===== src/rtl/cpu_pkg.sv =====
// Shared types for the ZhenCPU instruction-cycle sequencer:
// opcodes, the 8-phase state encoding and the control-strobe bundle.
package cpu_pkg;

  typedef enum logic [2:0] {
    OpHlt = 3'd0,
    OpSkz = 3'd1,
    OpAdd = 3'd2,
    OpAnd = 3'd3,
    OpXor = 3'd4,
    OpLda = 3'd5,
    OpSto = 3'd6,
    OpJmp = 3'd7
  } opcode_t;

  typedef enum logic [2:0] {
    StInstAddr  = 3'd0,
    StInstFetch = 3'd1,
    StInstLoad  = 3'd2,
    StIdle      = 3'd3,
    StOpAddr    = 3'd4,
    StOpFetch   = 3'd5,
    StAluOp     = 3'd6,
    StStore     = 3'd7
  } phase_t;

  // halt here is the request to set the sticky flag, not the flag itself
  typedef struct packed {
    logic sel;
    logic rd;
    logic wr;
    logic ld_ir;
    logic ld_ac;
    logic ld_pc;
    logic inc_pc;
    logic data_e;
    logic halt;
  } ctl_t;

  localparam ctl_t CtlNone = '0;

  function automatic logic is_aluop(opcode_t op);
    return (op == OpAdd) || (op == OpAnd) || (op == OpXor) || (op == OpLda);
  endfunction

endpackage


===== src/rtl/cpu_sequencer.sv =====
// 8-phase fetch/execute sequencer: steps the phase register and decodes
// the current opcode into the strobes for PC, IR, accumulator and memory.
module cpu_sequencer
  import cpu_pkg::*;
(
  input  logic       clk,
  input  logic       rst,
  input  logic       run,
  input  logic [2:0] opcode,
  input  logic       zero,
  output logic       sel,
  output logic       rd,
  output logic       wr,
  output logic       ld_ir,
  output logic       ld_ac,
  output logic       ld_pc,
  output logic       inc_pc,
  output logic       data_e,
  output logic       halt,
  output logic [2:0] phase
);

  phase_t  phase_q, phase_d;
  logic    halt_q, halt_d;
  ctl_t    dec;
  opcode_t op;
  logic    alu;
  logic    strobe_en;

  assign op  = opcode_t'(opcode);
  assign alu = is_aluop(op);

  always_ff @(posedge clk) begin
    if (rst) begin
      phase_q <= StInstAddr;
      halt_q  <= 1'b0;
    end else begin
      phase_q <= phase_d;
      halt_q  <= halt_d;
    end
  end

  // 7 -> 0 wrap is the plain 3-bit overflow
  always_comb begin
    phase_d = phase_q;
    halt_d  = halt_q;
    if (run && !halt_q) begin
      phase_d = phase_t'(phase_q + 3'd1);
      if (dec.halt) halt_d = 1'b1;
    end
  end

  always_comb begin
    dec = CtlNone;
    unique case (phase_q)
      StInstAddr: begin
        dec.sel = 1'b1;
      end
      StInstFetch: begin
        dec.sel = 1'b1;
        dec.rd  = 1'b1;
      end
      StInstLoad, StIdle: begin
        dec.sel   = 1'b1;
        dec.rd    = 1'b1;
        dec.ld_ir = 1'b1;
      end
      StOpAddr: begin
        dec.inc_pc = 1'b1;
        dec.halt   = (op == OpHlt);
      end
      StOpFetch: begin
        dec.rd = alu;
      end
      StAluOp: begin
        dec.rd     = alu;
        dec.ld_ac  = alu;
        dec.inc_pc = (op == OpSkz) && zero;
        dec.ld_pc  = (op == OpJmp);
        dec.data_e = (op == OpSto);
      end
      StStore: begin
        dec.rd     = alu;
        dec.ld_ac  = alu;
        // JMP raises both; the counter's load priority picks the load
        dec.inc_pc = (op == OpJmp);
        dec.ld_pc  = (op == OpJmp);
        dec.wr     = (op == OpSto);
        dec.data_e = (op == OpSto);
      end
      default: dec = CtlNone;
    endcase
  end

  // Pause, halt and reset all silence the strobes so nothing repeats.
  assign strobe_en = run && !halt_q && !rst;

  always_comb begin
    sel    = rst | (dec.sel & ~halt_q);
    rd     = dec.rd     & strobe_en;
    wr     = dec.wr     & strobe_en;
    ld_ir  = dec.ld_ir  & strobe_en;
    ld_ac  = dec.ld_ac  & strobe_en;
    ld_pc  = dec.ld_pc  & strobe_en;
    inc_pc = dec.inc_pc & strobe_en;
    data_e = dec.data_e & strobe_en;
    halt   = halt_q;
    phase  = phase_q;
  end

endmodule


===== config.mk =====
export PLATFORM = sky130hd
export DESIGN_NAME = cpu_sequencer
export DESIGN_NICKNAME = d
export VERILOG_FILES = /design/src/rtl/cpu_pkg.sv /design/src/rtl/cpu_sequencer.sv
export SDC_FILE = /design/constraint.sdc
export NUM_CORES = 1
export LEC_CHECK = 0
export CAP_MARGIN = 10
export CORE_AREA = 2 2 39 41
export CTS_CLUSTER_SIZE = 8
export DETAILED_ROUTE_END_ITERATION = 10
export DIE_AREA = 0 0 41 43
export GPL_TIMING_DRIVEN = 0
export PLACE_DENSITY = 0.61
export SYNTH_ARGS = -nofsm -noshare
export SYNTH_HDL_FRONTEND = slang
export SYNTH_SLANG_ARGS = --single-unit

===== constraint.sdc =====
create_clock -name clk -period 1.66 [get_ports clk]
set_input_delay 0.166 -clock clk [delete_from_list [all_inputs] [get_ports clk]]
set_output_delay 0.166 -clock clk [all_outputs]
set_load 0.05 [all_outputs]

# Word level (Yosys, flattened, before mapping)
# Cells that the tools add are included.
# W data, S select, Z words.
totals:
  reg_bits: 4
  latch_bits: 0
  mem_bits_rw: 0
  mem_bits_ro: 0
  inputBits: 7
  output_inout_bits: 12
  word_cells: 51
  mem_count: 0
op_classes:
  add_sub_neg: 1
  multipliers: 0
  div_mod_pow: 0
  order_cmp: 0
  n_eq_ne: 14
  shift: 0
  muxes: 8
  n_bitwise: 10
  reduce_logical: 16
ops:
  columns: ["cell", "n"]
  rows:
  - ["$eq A3 B3 Y1 const B", 8]
  - ["$eq A3 B2 Y1 const B", 4]
  - ["$and A1 B1 Y1", 8]
  - ["$eq A3 B1 Y1 const B", 2]
  - ["$logic_not A3 Y1", 2]
  - ["$reduce_or A3 Y1", 2]
  - ["$mux W1", 5]
  - ["$reduce_or A2 Y1", 2]
  - ["$reduce_or A4 Y1", 1]
  - ["$add A3 B1 Y3 const B", 1]
  - ["$logic_and A1 B1 Y1", 3]
  - ["$logic_or A1 B1 Y1", 3]
  - ["$pmux W1 S3", 1]
  - ["$logic_not A1 Y1", 2]
  - ["$mux W2", 1]
  - ["$pmux W1 S2", 1]
  - ["$reduce_and A2 Y1", 1]
  - ["$not A1 Y1", 1]
  - ["$or A1 B1 Y1", 1]

# Depth between registers and ports, before layout
# Gate-level depths: netlist of the first run.
logic_depth:
  depth_word: 6
  mapped_depth: 5
  depth_no_buf: 5

# Worst setup path after synthesis of the first run
# OpenSTA, ideal clock, no wires.
synth_timing:
  path_kind: "register -> output"
  from: "reg phase_q[2] (netlist: phase[2])"
  to: "out data_e"
  t_arrival_ns: 2.190
  required_ns: 1.494
  slack_ns: -0.696
  stages_incl_launch_ff: 4
  path_buffers: 0
  cell_sequence: "dfxtp_1 and4bb_2 nand2_1 nor3_1"
synth_between:
  elab_chain_len: 4
  elab_cells_between_ends: 5
  classes_between: "eq/ne: 2; mux: 1; bitwise: 1; reduce/logical: 1"
synth_rtl:
  columns: ["element", "line", "text"]
  rows:
  - ["start, declared", "cpu_sequencer.sv:23", "phase_t phase_q, phase_d;"]
  - ["start signal, assigned", "cpu_sequencer.sv:35", "phase_q <= StInstAddr;"]
  - ["start signal, assigned", "cpu_sequencer.sv:38", "phase_q <= phase_d;"]
  - ["$eq A3 B3 Y1", "cpu_sequencer.sv:55", "unique case (phase_q)"]
  - ["$reduce_or A2 Y1 (no line) (*)", null, null]
  - ["$mux W1 (*)", null, null]
  - ["$and A1 B1 Y1 (*)", "cpu_sequencer.sv:106", "data_e = dec.data_e & strobe_en;"]
  - ["end, declared", "cpu_sequencer.sv:18", "output logic data_e,"]
# Mark *: on every way between the ends. The rest lies on a longest branch, timed or not.

# Worst setup path after layout of the first run
layout_timing:
  from: "reg phase_q[0] (netlist: phase[0])"
  to: "out inc_pc"
layout_between:
  elab_chain_len: 3
  elab_cells_between_ends: 5
  classes_between: "eq/ne: 3; mux: 1; bitwise: 1"
layout_rtl:
  columns: ["element", "line", "text"]
  rows:
  - ["$eq A3 B3 Y1", "cpu_sequencer.sv:55", null]
  - ["$pmux W1 S3 (*)", "cpu_sequencer.sv:55", null]
  - ["$and A1 B1 Y1 (*)", "cpu_sequencer.sv:105", "inc_pc = dec.inc_pc & strobe_en;"]
  - ["end, declared", "cpu_sequencer.sv:17", "output logic inc_pc,"]
# Marked as above.

==> summary.txt, run 1 <==
Detailed routing
  – 1st-iter DRT viols: 3
  – Residual DRC count: 0
  – Drt total wl: ~1.1 mm
  – Via-per-instance ratio: around 4.6
  – Drt wl/cell: between 10 and 15 um
  – TritonRoute pass-1 iters: 2
  – Antenna viol nets, final: 0
  – Vias: 412

STA
  – Fin crit period: about 1.7 ns
  – Final hold slack: between 0.2 and 0.25 ns
  – Final worst-path setup slack: -0.0840 ns
  – Slew Limit Fails: 0
  – RSZ-0062 raised after global routing: true
  – Crit share post-route: 1.05
  – Clock Skew: between 0.006 and 0.007 ns
  – Slew HR: 0.660
  – Finish-stage setup viols: 2
  – Hold Vio Cnt, Final: 0
  – Achievable clock frequency: 573 MHz
  – Slew @ Worst Pin: 0.509 ns

Floorplan
  – Die Y: between 40 and 50 um
  – Initial core utilization: 0.266
  – IO Pins: 19
  – Die width: between 40 and 50 um
  – Num rows: 14
  – Die footprint: around 1800 um^2
  – Core Area: between 1000 and 1500 um^2

GRT
  – First-pass GRT wire length: 1.54 mm
  – Pin count of the biggest net entering global routing: 10
  – Initial antenna violation count: 0
  – Vias in the first global route: 388
  – GR Overflow Total: 0
  – GRT Resource Usage Total: 0.127

Critical path
  – Worst EP arrival: 1.58 ns
  – Worst setup SP type: flop
  – CP Data Required Time: between 1 and 1.5 ns
  – CP Max Fanout: 4
  – CP endpoint kind: primary output
  – Crit Path Category: reg -> out

Run
  – Max Cap Viol: 0

Final layout
  – # fillers: 150
  – Nets: 88
  – Share of layout cells above drive strength 1: 0.392
  – ANT cells: 0
  – Post-layout util: 0.514
  – Final Non-Filler Cells: 90
  – Area delta synth->final: 93.5%

Clocking
  – TritonCTS clock tree: yes
  – CTS clk-pin slew, worst paths: around 0.040 ns
  – H-tree depth: 1
  – Sink Count: 4
  – Hold_buf cts: 0
  – CTS Root Cell: clkbuf_4
  – Deepest clock path buffer count: 2
  – Skew-Pair Late Insertion Delay: between 0.2 and 0.25 ns
  – Total CTS buffers: 3

Power
  – Peak VDD IR: about 0.00041 V
  – Leak: ~0.37 nW
  – PD cells: about 590 nW/um^2

Run status
  – Failing checks: negative setup slack
  – Run status: finished, violations left

Place
  – Cells after DPL: 80
  – Dpl hpwl: between 700 and 800 um
  – Port buffer count: 18
  – Gpl congestion: 0.613

Synth
  – Post-synth net total: just under 60
  – Netlist cell types: 24
  – Synth warnings: 0
  – Syn avg cell area: 8.00 um^2
  – Register area share after synthesis: 0.218
  – Mapped Cells: 46
  – Flops & latches, synth: 4
  – Cell Area, Synth: approximately 370 um^2

Hold path
  – Worst hold-check path type: in -> reg
==> logic make-up (layout without fill, tap and decap cells) <==
family / after synthesis / in the layout / synth area share
AND/OR/NAND/NOR: 23 / 23 / 0.337
AO/OA/AOI/OAI: 7 / 7 / 0.136
adder cells (fa/ha/maj): 6 / 6 / 0.204
flip-flops: 4 / 4 / 0.218
buffers and inverters: 3 / 31 / 0.0306
XOR/XNOR: 2 / 2 / 0.0476
multiplexers: 1 / 1 / 0.0272
==> routing by layer <==
layer / GRT usage / share of wire
met1: 0.167 / 0.46
met2: 0.188 / 0.48
met3: 0.0157 / 0.066
met4: 0.0800 / 0
met5: 0 / 0
==> synth_stat cells (all sizes together) <==
master  count  area (um^2)
nand2       3         11.3
nor2        9         33.8
or3         1         6.26
a31oi       1         6.26
nand3       1         5.00
nor3        1         5.00
and2b       1         7.51
a41oi       1         8.76
and4bb      1         12.5
nor2b       1         8.76
ha          6         75.1
a21oi       1         5.00
o311a       1         10.0
xnor2       1         8.76
o21ai       1         5.00
nand4       1         6.26
nor4b       1         8.76
xor2        1         8.76
o21bai      1         7.51
a211oi      1         7.51
inv         3         11.3
mux2i       1         10.0
dfxtp       4         80.1
and3        3         18.8
==> layout make-up <==
cell class / count / area, um^2 / area share
timing repair buffer: 24 / 224 / 0.315
sequential: 4 / 88.8 / 0.125
inverter: 3 / 13.8 / 0.0193
multi-input combinational: 39 / 339 / 0.476
tap: 16 / 20.0 / 0.0281
clock buffer: 4 / 26.3 / 0.0369
==> power by group <==
part / internal, mW / switching, mW / total, mW
Clock: 0.0903 / 0.0413 / 0.132
Sequential: 0.104 / 0.0143 / 0.119
Combinational: 0.0742 / 0.0933 / 0.167
==> worst max-delay path, stage by stage, from the launching register on <==
cell	delay (ns)
dfxtp_4	0.36
inv_4	0.06
ha_4	0.12
nand4_1	0.10
or3_4	0.42
a21oi_4	0.13
buf_6	0.17
==> cells in the final DEF, fill, tap and decap left out, types with 2 or more instances in the layout <==
| master | count |
|---|---|
| dlymetal6s2s_1 | 4 |
| buf_6 | 3 |
| buf_4 | 7 |
| clkdlybuf4s50_1 | 5 |
| nor2_1 | 7 |
| dfxtp_4 | 2 |
| ha_1 | 5 |
| and3_1 | 3 |
| inv_1 | 2 |
| dlygate4sd2_1 | 2 |
| clkbuf_4 | 5 |
| nand2_1 | 3 |
==> per-stage QoR <==
stage	cell area, um^2	power [mW]	TNS, ns	worst slack [ns]
6_report	712	0.418	-0.131	-0.0840
5_1_grt	712	0.454	-0.322	-0.163
4_1_cts	624	0.399	-0.202	-0.147
3_5_place_dp	599	0.257	-4.43	-0.737
3_3_place_gp	599	0.255	-4.43	-0.722
2_1_floorplan	399	0.202	0	0.0180
==> sequential cells by signal, indices dropped and copies added, names as in the netlist <==
name / flops
phase: 3
halt: 1
==> path summary, 6_finish.rpt <==
path,end,slack [ns],startpoint,cells past startpoint
worst max register to register,halt,0.40,phase[0],6
worst min register to register,phase[1],0.58,phase[1],2
worst max-delay path,inc_pc,-0.08,phase[0],6
worst min-delay path,phase[0],0.24,rst,2
==> repair_timing <==
item                                    in CTS  in global routing
pin swaps                                    0                  4
gates resized for setup                     48                 12
endpoints found under the setup margin       8                  9
setup buffers                                0                  6
(Power assumes the default switching activity.)
==> run 2, diff against run 1 <==
--- a/config.mk
+++ b/config.mk
@@ -7,11 +7,11 @@
 export LEC_CHECK = 0
 export CAP_MARGIN = 10
 export CORE_AREA = 2 2 39 41
-export CTS_CLUSTER_SIZE = 8
 export DETAILED_ROUTE_END_ITERATION = 10
 export DIE_AREA = 0 0 41 43
 export GPL_TIMING_DRIVEN = 0
 export PLACE_DENSITY = 0.61
+export SETUP_SLACK_MARGIN = 0.5
 export SYNTH_ARGS = -nofsm -noshare
 export SYNTH_HDL_FRONTEND = slang
 export SYNTH_SLANG_ARGS = --single-unit
==> summary.txt, run 2 (synthesized netlist as in run 1, its figures left out) <==
Critical path
  – FF-to-FF Start: phase[0] (unchanged)
  – CP Data Required Time: 1.49 ns (about the same)
  – Worst setup SP type: flop (unchanged)
  – Crit Path Category: reg -> out (unchanged)
  – Worst Reg2Reg Path Length in Cells: 6 (unchanged)
  – Worst EP arrival: 1.50 ns (was 1.58 ns)
  – R2R Path End: halt (unchanged)
  – CP Max Fanout: 6 (was 4)
  – CP endpoint kind: primary output (unchanged)
  – Reg-to-reg slack, setup: 0.37 ns (was 0.40 ns)

STA
  – Setup TNS: -0.00493 ns (was -0.131 ns)
  – Crit share post-route: 1.00 (was 1.05)
  – Slew @ Worst Pin: 0.314 ns (was 0.509 ns)
  – Slew Limit Fails: 0 (unchanged)
  – Clock Skew: 0.00154 ns (was 0.00604 ns)
  – Hold Vio Cnt, Final: 0 (unchanged)
  – Achievable clock frequency: 601 MHz (was 573 MHz)
  – Final worst-path setup slack: -0.00493 ns (was -0.0840 ns)
  – RSZ-0062 raised after global routing: true (unchanged)
  – Finish-stage setup viols: 1 (was 2)
  – Slew HR: 0.788 (was 0.660)
  – Fin crit period: 1.66 ns (was 1.74 ns)
  – Final hold slack: 0.384 ns (was 0.240 ns)

Floorplan
  – Initial core utilization: 0.266 (unchanged)
  – Num rows: 14 (unchanged)
  – IO Pins: 19 (unchanged)
  – Die Y: 43 um (unchanged)
  – Core Area: 1380 um^2 (unchanged)
  – Die width: 41 um (unchanged)
  – Die footprint: 1760 um^2 (unchanged)

Final layout
  – Max reg flops: 3 (unchanged)
  – Nets: 93 (was 88)
  – Most frequent cells in the layout: 9 x buf_4, 6 x nor2_1, 6 x buf_6 (was 7 x nor2_1, 7 x buf_4, 5 x ha_1, 5 x clkbuf_4, 5 x clkdlybuf4s50_1)
  – Area delta synth->final: 128% (was 93.5%)
  – Post-layout util: 0.606 (was 0.514)
  – Reg area: 95.1 um^2 (was 88.8 um^2)
  – # fillers: 120 (was 150)
  – Design area: 838 um^2 (was 712 um^2)
  – Commonest non-fill, non-tap cell in the layout: buf_4
  – ANT cells: 0 (unchanged)
  – Share of layout cells above drive strength 1: 0.667 (was 0.392)
  – Final Non-Filler Cells: 94 (was 90)
  – Multi-input gate area: 404 um^2 (was 339 um^2)

GRT
  – Pin count of the biggest net entering global routing: 10 (unchanged)
  – Initial antenna violation count: 0 (unchanged)
  – Vias in the first global route: 371 (was 388)
  – GR Overflow Total: 0 (unchanged)
  – GRT Resource Usage Total: 0.126 (was 0.127)
  – First-pass GRT wire length: 1.50 mm (was 1.54 mm)

Detailed routing
  – 1st-iter DRT viols: 7 (was 3)
  – Vias: 439 (was 412)
  – Via-per-instance ratio: 4.67 (was 4.58)
  – TritonRoute pass-1 iters: 4 (was 2)
  – Residual DRC count: 0 (unchanged)
  – Antenna viol nets, final: 0 (unchanged)
  – Drt total wl: 1.08 mm (was 1.06 mm)
  – Drt wl/cell: 11.5 um (was 11.8 um)

Clocking
  – TritonCTS clock tree: yes (unchanged)
  – Total CTS buffers: 3 (unchanged)
  – Skew-Pair Late Insertion Delay: 0.23 ns (was 0.24 ns)
  – Sink Count: 4 (unchanged)
  – H-tree depth: 1 (unchanged)
  – Deepest clock path buffer count: 2 (unchanged)
  – Hold_buf cts: 0 (unchanged)
  – CTS Root Cell: clkbuf_4 (unchanged)
  – CTS clk-pin slew, worst paths: 0.03 ns (was 0.04 ns)

Run status
  – Run status: finished, violations left (unchanged)
  – Failing checks: negative setup slack (unchanged)

Place
  – Placement Setup Slack: -0.733 ns (was -0.737 ns)
  – Cells after DPL: 80 (unchanged)
  – Placed Area: 652 um^2 (was 599 um^2)
  – Port buffer count: 18 (unchanged)
  – Dpl hpwl: 751 um (was 734 um)
  – Gpl congestion: 0.675 (was 0.613)

Hold path
  – Hold path depth: 3 (was 2)
  – WHS Endpoint: halt (was phase[0])
  – Hold path start: run (was rst)
  – Worst hold-check path type: in -> reg (unchanged)

Power
  – Leak: 0.383 nW (was 0.369 nW)
  – PD cells: 501 nW/um^2 (was 587 nW/um^2)
  – Total Power: 0.420 mW (was 0.418 mW)
  – Peak VDD IR: 0.000480 V (was 0.000413 V)

Run
  – Max Cap Viol: 0 (unchanged)
==> run 2: layout make-up <==
cell class              instances  share of cell area
flip-flops and latches          4               0.113
clock buffers                   3              0.0269
multi-input cells              39               0.482
inverters                       3              0.0164
well taps                      16              0.0239
repair buffers                 29               0.337
==> run 2: worst max-delay path: stages (launching register included) <==
cell,delay (ns)
dfxtp_4,0.38
inv_2,0.05
ha_2,0.18
nor2_4,0.12
nor2_2,0.04
o311a_4,0.36
buf_8,0.15
==> run 2: metal layers <==
metal / GRT usage / wire (um)
met4: 0.0600 / 0
met3: 0.0314 / 66
met1: 0.161 / 503
met5: 0 / 0
met2: 0.188 / 510
==> run 2: power by group <==
group	internal [mW]	total, mW	switching, mW
Clock	0.0803	0.113	0.0324
Combinational	0.0863	0.191	0.105
Sequential	0.102	0.116	0.0139
Total	0.269	0.420	0.151
==> run 2: what timing repair did <==
item                                   4_1_cts  5_1_grt
gates resized for setup                     82       26
setup buffers                                6        5
endpoints found under the hold margin        0        0
setup endpoints to repair                   13       11
pin swaps                                    6        7
==> run 2: how the worst max path moves through the flow <==
stage               endpoint  startpoint  depth (start not counted)
finish                    rd    phase[1]                          6
global route          inc_pc    phase[0]                          6
CTS                   inc_pc    phase[0]                          6
detailed placement    data_e         rst                          5
global placement      data_e         rst                          5
floorplan             inc_pc    phase[1]                          4
